==> src/rtl/sbox_seq_pkg.sv <==
// ============================================================================
// sbox_seq_pkg : shared types and helpers for the sequential SubBytes engine
// Rev 1.0
// ============================================================================
`default_nettype none

package sbox_seq_pkg;

   localparam int NBYTES = 16;

   typedef enum logic [1:0] {
      IDLE  = 2'd0,
      RUN   = 2'd1,
      DRAIN = 2'd2,
      DONE  = 2'd3
   } state_e;

   function automatic int ncyc(input int lanes);
      return NBYTES / lanes;
   endfunction

   function automatic int step_width(input int lanes);
      int n;
      n = NBYTES / lanes;
      return (n <= 2) ? 1 : $clog2(n);
   endfunction

   function automatic bit lanes_legal(input int lanes);
      return (lanes == 1) || (lanes == 2) || (lanes == 4) ||
             (lanes == 8) || (lanes == 16);
   endfunction

endpackage

`default_nettype wire

==> src/rtl/bSbox.sv <==
// ============================================================================
// bSbox : combinational AES S-box / inverse S-box, one byte, select by encrypt
// Rev 1.0
// ============================================================================
`default_nettype none

module bSbox (
   input  logic [7:0] a,
   input  logic       encrypt,
   output logic [7:0] q
);

   function automatic logic [7:0] gf_mul(input logic [7:0] x, input logic [7:0] y);
      logic [7:0] acc;
      logic [7:0] s;
      acc = 8'h00;
      s   = x;
      for (int i = 0; i < 8; i++) begin
         if (y[i]) acc = acc ^ s;
         s = {s[6:0], 1'b0} ^ (s[7] ? 8'h1b : 8'h00);
      end
      return acc;
   endfunction

   // x^254 is the multiplicative inverse in GF(2^8), and maps 0 to 0
   function automatic logic [7:0] gf_inv(input logic [7:0] x);
      logic [7:0] r;
      logic [7:0] p;
      r = 8'h01;
      p = x;
      for (int i = 0; i < 8; i++) begin
         if (i != 0) r = gf_mul(r, p);
         p = gf_mul(p, p);
      end
      return r;
   endfunction

   function automatic logic [7:0] rotl(input logic [7:0] x, input int n);
      logic [15:0] d;
      d = {x, x} << n;
      return d[15:8];
   endfunction

   logic [7:0] fwd_inv;
   logic [7:0] fwd_out;
   logic [7:0] inv_aff;
   logic [7:0] inv_out;

   always_comb begin
      fwd_inv = gf_inv(a);
      fwd_out = fwd_inv ^ rotl(fwd_inv, 1) ^ rotl(fwd_inv, 2) ^
                rotl(fwd_inv, 3) ^ rotl(fwd_inv, 4) ^ 8'h63;
      inv_aff = rotl(a, 1) ^ rotl(a, 3) ^ rotl(a, 6) ^ 8'h05;
      inv_out = gf_inv(inv_aff);
      q       = encrypt ? fwd_out : inv_out;
   end

endmodule

`default_nettype wire

==> src/rtl/sbox_subbytes_seq_lane_bank.sv <==
// ============================================================================
// sbox_lane_bank : LANES S-boxes with step-indexed byte gather and scatter
// Rev 1.0
// ============================================================================
`default_nettype none

module sbox_lane_bank
   import sbox_seq_pkg::*;
#(
   parameter int LANES = 1,
   parameter int SW    = 4
) (
   input  logic                  encrypt,
   input  logic [SW-1:0]         rd_step,
   input  logic [127:0]          work,
   input  logic [SW-1:0]         wr_step,
   input  logic [LANES*8-1:0]    wr_bytes,
   output logic [LANES*8-1:0]    rd_bytes,
   output logic [127:0]          merged
);

   localparam int BW   = LANES * 8;
   localparam int NCYC = ncyc(LANES);

   logic [BW-1:0] group;

   always_comb begin
      group = work[int'(rd_step) * BW +: BW];
   end

   genvar j;
   generate
      for (j = 0; j < LANES; j++) begin : g_lane
         bSbox u_sbox (
            .a       (group[j*8 +: 8]),
            .encrypt (encrypt),
            .q       (rd_bytes[j*8 +: 8])
         );
      end
   endgenerate

   always_comb begin
      merged = work;
      for (int k = 0; k < NCYC; k++) begin
         if (wr_step == SW'(k)) merged[k*BW +: BW] = wr_bytes;
      end
   end

endmodule

`default_nettype wire

==> src/rtl/sbox_subbytes_seq.sv <==
// ============================================================================
// sbox_subbytes_seq : time-multiplexed SubBytes/InvSubBytes over a 128b state
// Rev 1.0
// ============================================================================
`default_nettype none

module sbox_subbytes_seq
   import sbox_seq_pkg::*;
#(
   parameter int LANES = 1,
   parameter int PIPE  = 0
) (
   input  logic          clk,
   input  logic          rst_n,
   input  logic          in_valid,
   output logic          in_ready,
   input  logic [127:0]  in_data,
   input  logic          in_encrypt,
   output logic          out_valid,
   input  logic          out_ready,
   output logic [127:0]  out_data,
   output logic          busy
);

   localparam int NCYC = ncyc(LANES);
   localparam int SW   = step_width(LANES);
   localparam int BW   = LANES * 8;

   generate
      if (!lanes_legal(LANES)) begin : g_bad_lanes
         $error("sbox_subbytes_seq: LANES must be 1, 2, 4, 8 or 16");
      end
      if ((PIPE != 0) && (PIPE != 1)) begin : g_bad_pipe
         $error("sbox_subbytes_seq: PIPE must be 0 or 1");
      end
   endgenerate

   state_e         state;
   state_e         state_nxt;
   logic [SW-1:0]  step;
   logic           enc;
   logic [127:0]   work;
   logic [BW-1:0]  rd_bytes;
   logic [BW-1:0]  wr_bytes;
   logic [SW-1:0]  wr_step;
   logic           wb_en;
   logic [127:0]   merged;
   logic           last_step;
   logic           accept;

   assign last_step = (step == SW'(NCYC - 1));
   assign accept    = (state == IDLE) && in_valid;

   always_ff @(posedge clk or negedge rst_n) begin
      if (!rst_n) state <= IDLE;
      else        state <= state_nxt;
   end

   always_comb begin
      state_nxt = state;
      in_ready  = 1'b0;
      out_valid = 1'b0;
      case (state)
         IDLE: begin
            in_ready = 1'b1;
            if (in_valid) state_nxt = RUN;
         end
         RUN: begin
            if (last_step) state_nxt = (PIPE != 0) ? DRAIN : DONE;
         end
         DRAIN: begin
            state_nxt = DONE;
         end
         DONE: begin
            out_valid = 1'b1;
            if (out_ready) state_nxt = IDLE;
         end
         default: state_nxt = IDLE;
      endcase
   end

   assign busy     = (state != IDLE);
   // Gate the output so a half-substituted register is never visible
   assign out_data = (state == DONE) ? work : 128'd0;

   sbox_lane_bank #(
      .LANES (LANES),
      .SW    (SW)
   ) u_bank (
      .encrypt  (enc),
      .rd_step  (step),
      .work     (work),
      .wr_step  (wr_step),
      .wr_bytes (wr_bytes),
      .rd_bytes (rd_bytes),
      .merged   (merged)
   );

   generate
      if (PIPE != 0) begin : g_pipe
         logic [BW-1:0] pipe_bytes;
         logic [SW-1:0] pipe_step;
         logic          pipe_valid;

         always_ff @(posedge clk or negedge rst_n) begin
            if (!rst_n) begin
               pipe_bytes <= '0;
               pipe_step  <= '0;
               pipe_valid <= 1'b0;
            end else begin
               pipe_bytes <= rd_bytes;
               pipe_step  <= step;
               pipe_valid <= (state == RUN);
            end
         end

         assign wr_bytes = pipe_bytes;
         assign wr_step  = pipe_step;
         assign wb_en    = pipe_valid;
      end else begin : g_nopipe
         assign wr_bytes = rd_bytes;
         assign wr_step  = step;
         assign wb_en    = (state == RUN);
      end
   endgenerate

   always_ff @(posedge clk or negedge rst_n) begin
      if (!rst_n) begin
         work <= '0;
         enc  <= 1'b0;
         step <= '0;
      end else begin
         if (accept) begin
            work <= in_data;
            enc  <= in_encrypt;
            step <= '0;
         end else begin
            if (wb_en) work <= merged;
            if ((state == RUN) && !last_step) step <= step + 1'b1;
         end
      end
   end

endmodule

`default_nettype wire

==> config.mk <==
export PLATFORM = sky130hd
export DESIGN_NAME = sbox_subbytes_seq
export DESIGN_NICKNAME = d
export VERILOG_FILES = /design/src/rtl/sbox_seq_pkg.sv /design/src/rtl/bSbox.sv /design/src/rtl/sbox_subbytes_seq_lane_bank.sv /design/src/rtl/sbox_subbytes_seq.sv
export SDC_FILE = /design/constraint.sdc
export NUM_CORES = 2
export LEC_CHECK = 0
export ABC_AREA = 0
export CORE_ASPECT_RATIO = 1.25
export CORE_MARGIN = 2
export CORE_UTILIZATION = 40
export DETAILED_ROUTE_END_ITERATION = 10
export DONT_BUFFER_PORTS = 1
export PLACE_DENSITY = 0.56
export SLEW_MARGIN = 15
export SYNTH_ARGS = -nofsm -noshare
export SYNTH_HDL_FRONTEND = slang
export SYNTH_SLANG_ARGS = --single-unit
==> constraint.sdc <==
create_clock -name clk -period 33 [get_ports clk]
set_input_delay 6.6 -clock clk [delete_from_list [all_inputs] [get_ports clk]]
set_output_delay 6.6 -clock clk [all_outputs]
set_load 0.05 [all_outputs]
==> flow_metrics.tcl <==
set metrics [dict create \
    synth_nets 5232 \
    path_clk_slew_ns 0.06 \
    synth_top_area_cell "xnor2_1" \
    cts_sinks 135 \
    synth-edff-count 0 \
    yosys-top-cells-count "xnor2_1, nor2_1, nand2_1" \
    dr.pass1.iters 6 \
    portBuffers 0 \
    place_ws_ns 11.32 \
    nNetsFinal 5016 \
    wl_um 132000 \
    tns_ns 0 \
    core_um2 96000 \
    drive_above_1_share_pct 9.33 \
    seq_area_um2 3380 \
    ys_types 139 \
    synthArstFlopShare_pct 100 \
    maxSlewViolCount 0 \
    numCtsBuffers 17 \
    area_growth_pct 3.07 \
    final.fill_count 10100 \
    worstSetupPathType "flip-flop to flip-flop" \
    via_per_inst 5.85 \
    die_w_um 283 \
    cp-end-kind "flip-flop" \
    clock_latency_ns 0.45 \
    clock_skew_ns 0.0128 \
    ios 264 \
    yosysSeqAreaShare_pct 8.71 \
    instances_no_fill 6170 \
    worst_pin_slew_ns 1.21 \
    clk_path_buf_depth 2 \
    final-hold-violation-count 0 \
    postRouteAntennaNets 0 \
    synth_cells 5078 \
    grt_usage_pct 25.7 \
    synth.most_common_cell "xnor2_1" \
    maxCapViolCount 0 \
    cts_setup_buffers 0 \
    dpl.hpwl_um 97700 \
    initialDrtViolationCount 2873 \
    grt_overflow 0 \
    synth_seq_cells 135 \
    die-area_um2 99500 \
    synth_top_cell_area_share_pct 18.2 \
    crit_fanout 45 \
    antenna_found_initial 4 \
    critPathArrivalTime_ns 22.16 \
    vias 36100 \
    hold_class "flip-flop to flip-flop" \
    grt_start_max_net_pins 136 \
    initial_core_util_pct 40.4 \
    critical_path.slowest_cell "xor2_1" \
    fp.dieH_um 352 \
    avgSynthCellArea_um2 7.64 \
    critPathLaunchType "flip-flop" \
    slew_headroom_pct 18.6 \
    cts_root_buf "clkbuf_16" \
    htree_levels 4 \
    ys_warn_count 0 \
    multiInputGateArea_um2 33100 \
    place_congestion 0.932 \
    cts_tree "done" \
    placed_cells 6132 \
    cts_resized 0 \
    hold_buffers 0 \
    critPathRequiredTime_ns 33.37 \
    crit_path_max_incr_delay_ns 0.94 \
    period_needed_ns 21.80 \
    layout_worst_path_cycle_share_pct 66.1 \
    cp_common_cell "xnor2_1" \
    rsz0062_at_grt "no" \
    fin_ws_ns 11.20 \
    post_dp_cell_area_um2 39300 \
    wire_per_inst_um 21.4 \
    grt_pass1_wl_um 205000 \
    design_area_um2 40000 \
    synth_area_leaders "xnor2_1, dfrtp_1, nor2_1" \
    grt_pass1_vias 34000 \
    drc_errors 0 \
    synth_area_um2 38800 \
    timing.fmax_mhz 45.9 \
    synth_top_flop_cell "dfrtp_1" \
    status "finished clean" \
    fp-row-count 127 \
    setup_violations 0 \
]
-- path summary, 6_finish.rpt --
kind	startpoint	to	slack, ns	cells after the start
setup / recovery	step[0]$_DFFE_PN0P_	work[91]$_DFFE_PN0P_	11.20	56
hold / removal	work[35]$_DFFE_PN0P_	work[35]$_DFFE_PN0P_	0.60	2
setup reg to reg	step[0]$_DFFE_PN0P_	work[91]$_DFFE_PN0P_	11.20	56
hold reg to reg	work[35]$_DFFE_PN0P_	work[35]$_DFFE_PN0P_	0.60	2
max in group asynchronous	rst_n	step[0]$_DFFE_PN0P_	26.94	0
min in group asynchronous	rst_n	work[82]$_DFFE_PN0P_	5.85	0
-- critical path: cells and delay by family (launching register included) --
| family | cells | cell delay [ns] |
|---|---|---|
| AOI/OAI and AO/OA | 4 | 0.70 |
| xor gates and xnor gates | 27 | 11.65 |
| adders and majority gates | 2 | 1.23 |
| buffers and inverters | 3 | 1.49 |
| DFF | 1 | 0.34 |
| muxes | 2 | 1.07 |
| and+or+nand+nor | 18 | 5.20 |
-- state kept, by name, indices dropped and copies added (netlist names) --
signal	count
enc	1
state	2
step	4
work	128
-- placed cells by master (no fill, tap or decap), types with 16 or more instances in the layout --
cell type and instances:
o22ai_1 59, mux2i_1 101, o21ai_1 118, nand2b_1 27
nor2b_1 30, nand2_1 499, a31oi_1 46, xor2_1 189
xor2_2 16, xnor2_1 780, xnor2_2 68, a21oi_2 19
buf_4 126, ha_1 20, o21ai_0 204, and2_1 149
xnor3_4 16, nand4_1 22, nor2_1 746, inv_1 35
dfrtp_1 134, o211ai_1 40, xnor3_1 122, nor3_1 135
and3_1 21, nand3_1 125, a21oi_1 379, a21o_1 17
or3_1 24, a22oi_1 28, a221oi_1 17, a211oi_1 52
o31ai_1 17, a32oi_1 16, nor4_1 20, clkbuf_16 17
xnor2_4 22
-- layer usage --
| metal | global-route usage, % | share of wire (%) |
|---|---|---|
| met5 | 0 | 0.0091 |
| met4 | 8.23 | 3.6 |
| met3 | 2.23 | 5.3 |
| met2 | 44.7 | 50 |
| met1 | 33.2 | 41 |
-- cell type report --
type,instances,share of cell area [%]
Antenna cell,5,0.0313
Clock buffer,19,1.13
Clock inverter,13,0.482
Inverter,53,0.529
Multi-Input combinational cell,4528,82.9
Sequential cell,135,8.45
Tap cell,1290,4.04
Timing Repair Buffer,127,2.43
-- cells by family (layout without fill, tap and decap cells) --
group,Yosys count,after routing,synth area share (%)
AOI/OAI and AO/OA,1207,1207,19.6
xor gates and xnor gates,1260,1260,37.6
adders and majority gates,21,21,0.677
buffers and inverters,415,212,6.44
DFF,135,135,8.71
muxes,148,148,4.93
other,0,5,0
and+or+nand+nor,1892,1892,22.0
-- per-stage QoR --
stage	util [%]	hold WS [ns]
global placement	40.9	0.568
CTS	41.6	0.594
global route	41.7	0.624
floorplan	-	0.528
detailed placement	40.9	0.579
finish	41.7	0.595
Power is left out: the tool's default activity adds up to more than one toggle a clock period on the data nets, which glitch-free logic cannot reach.
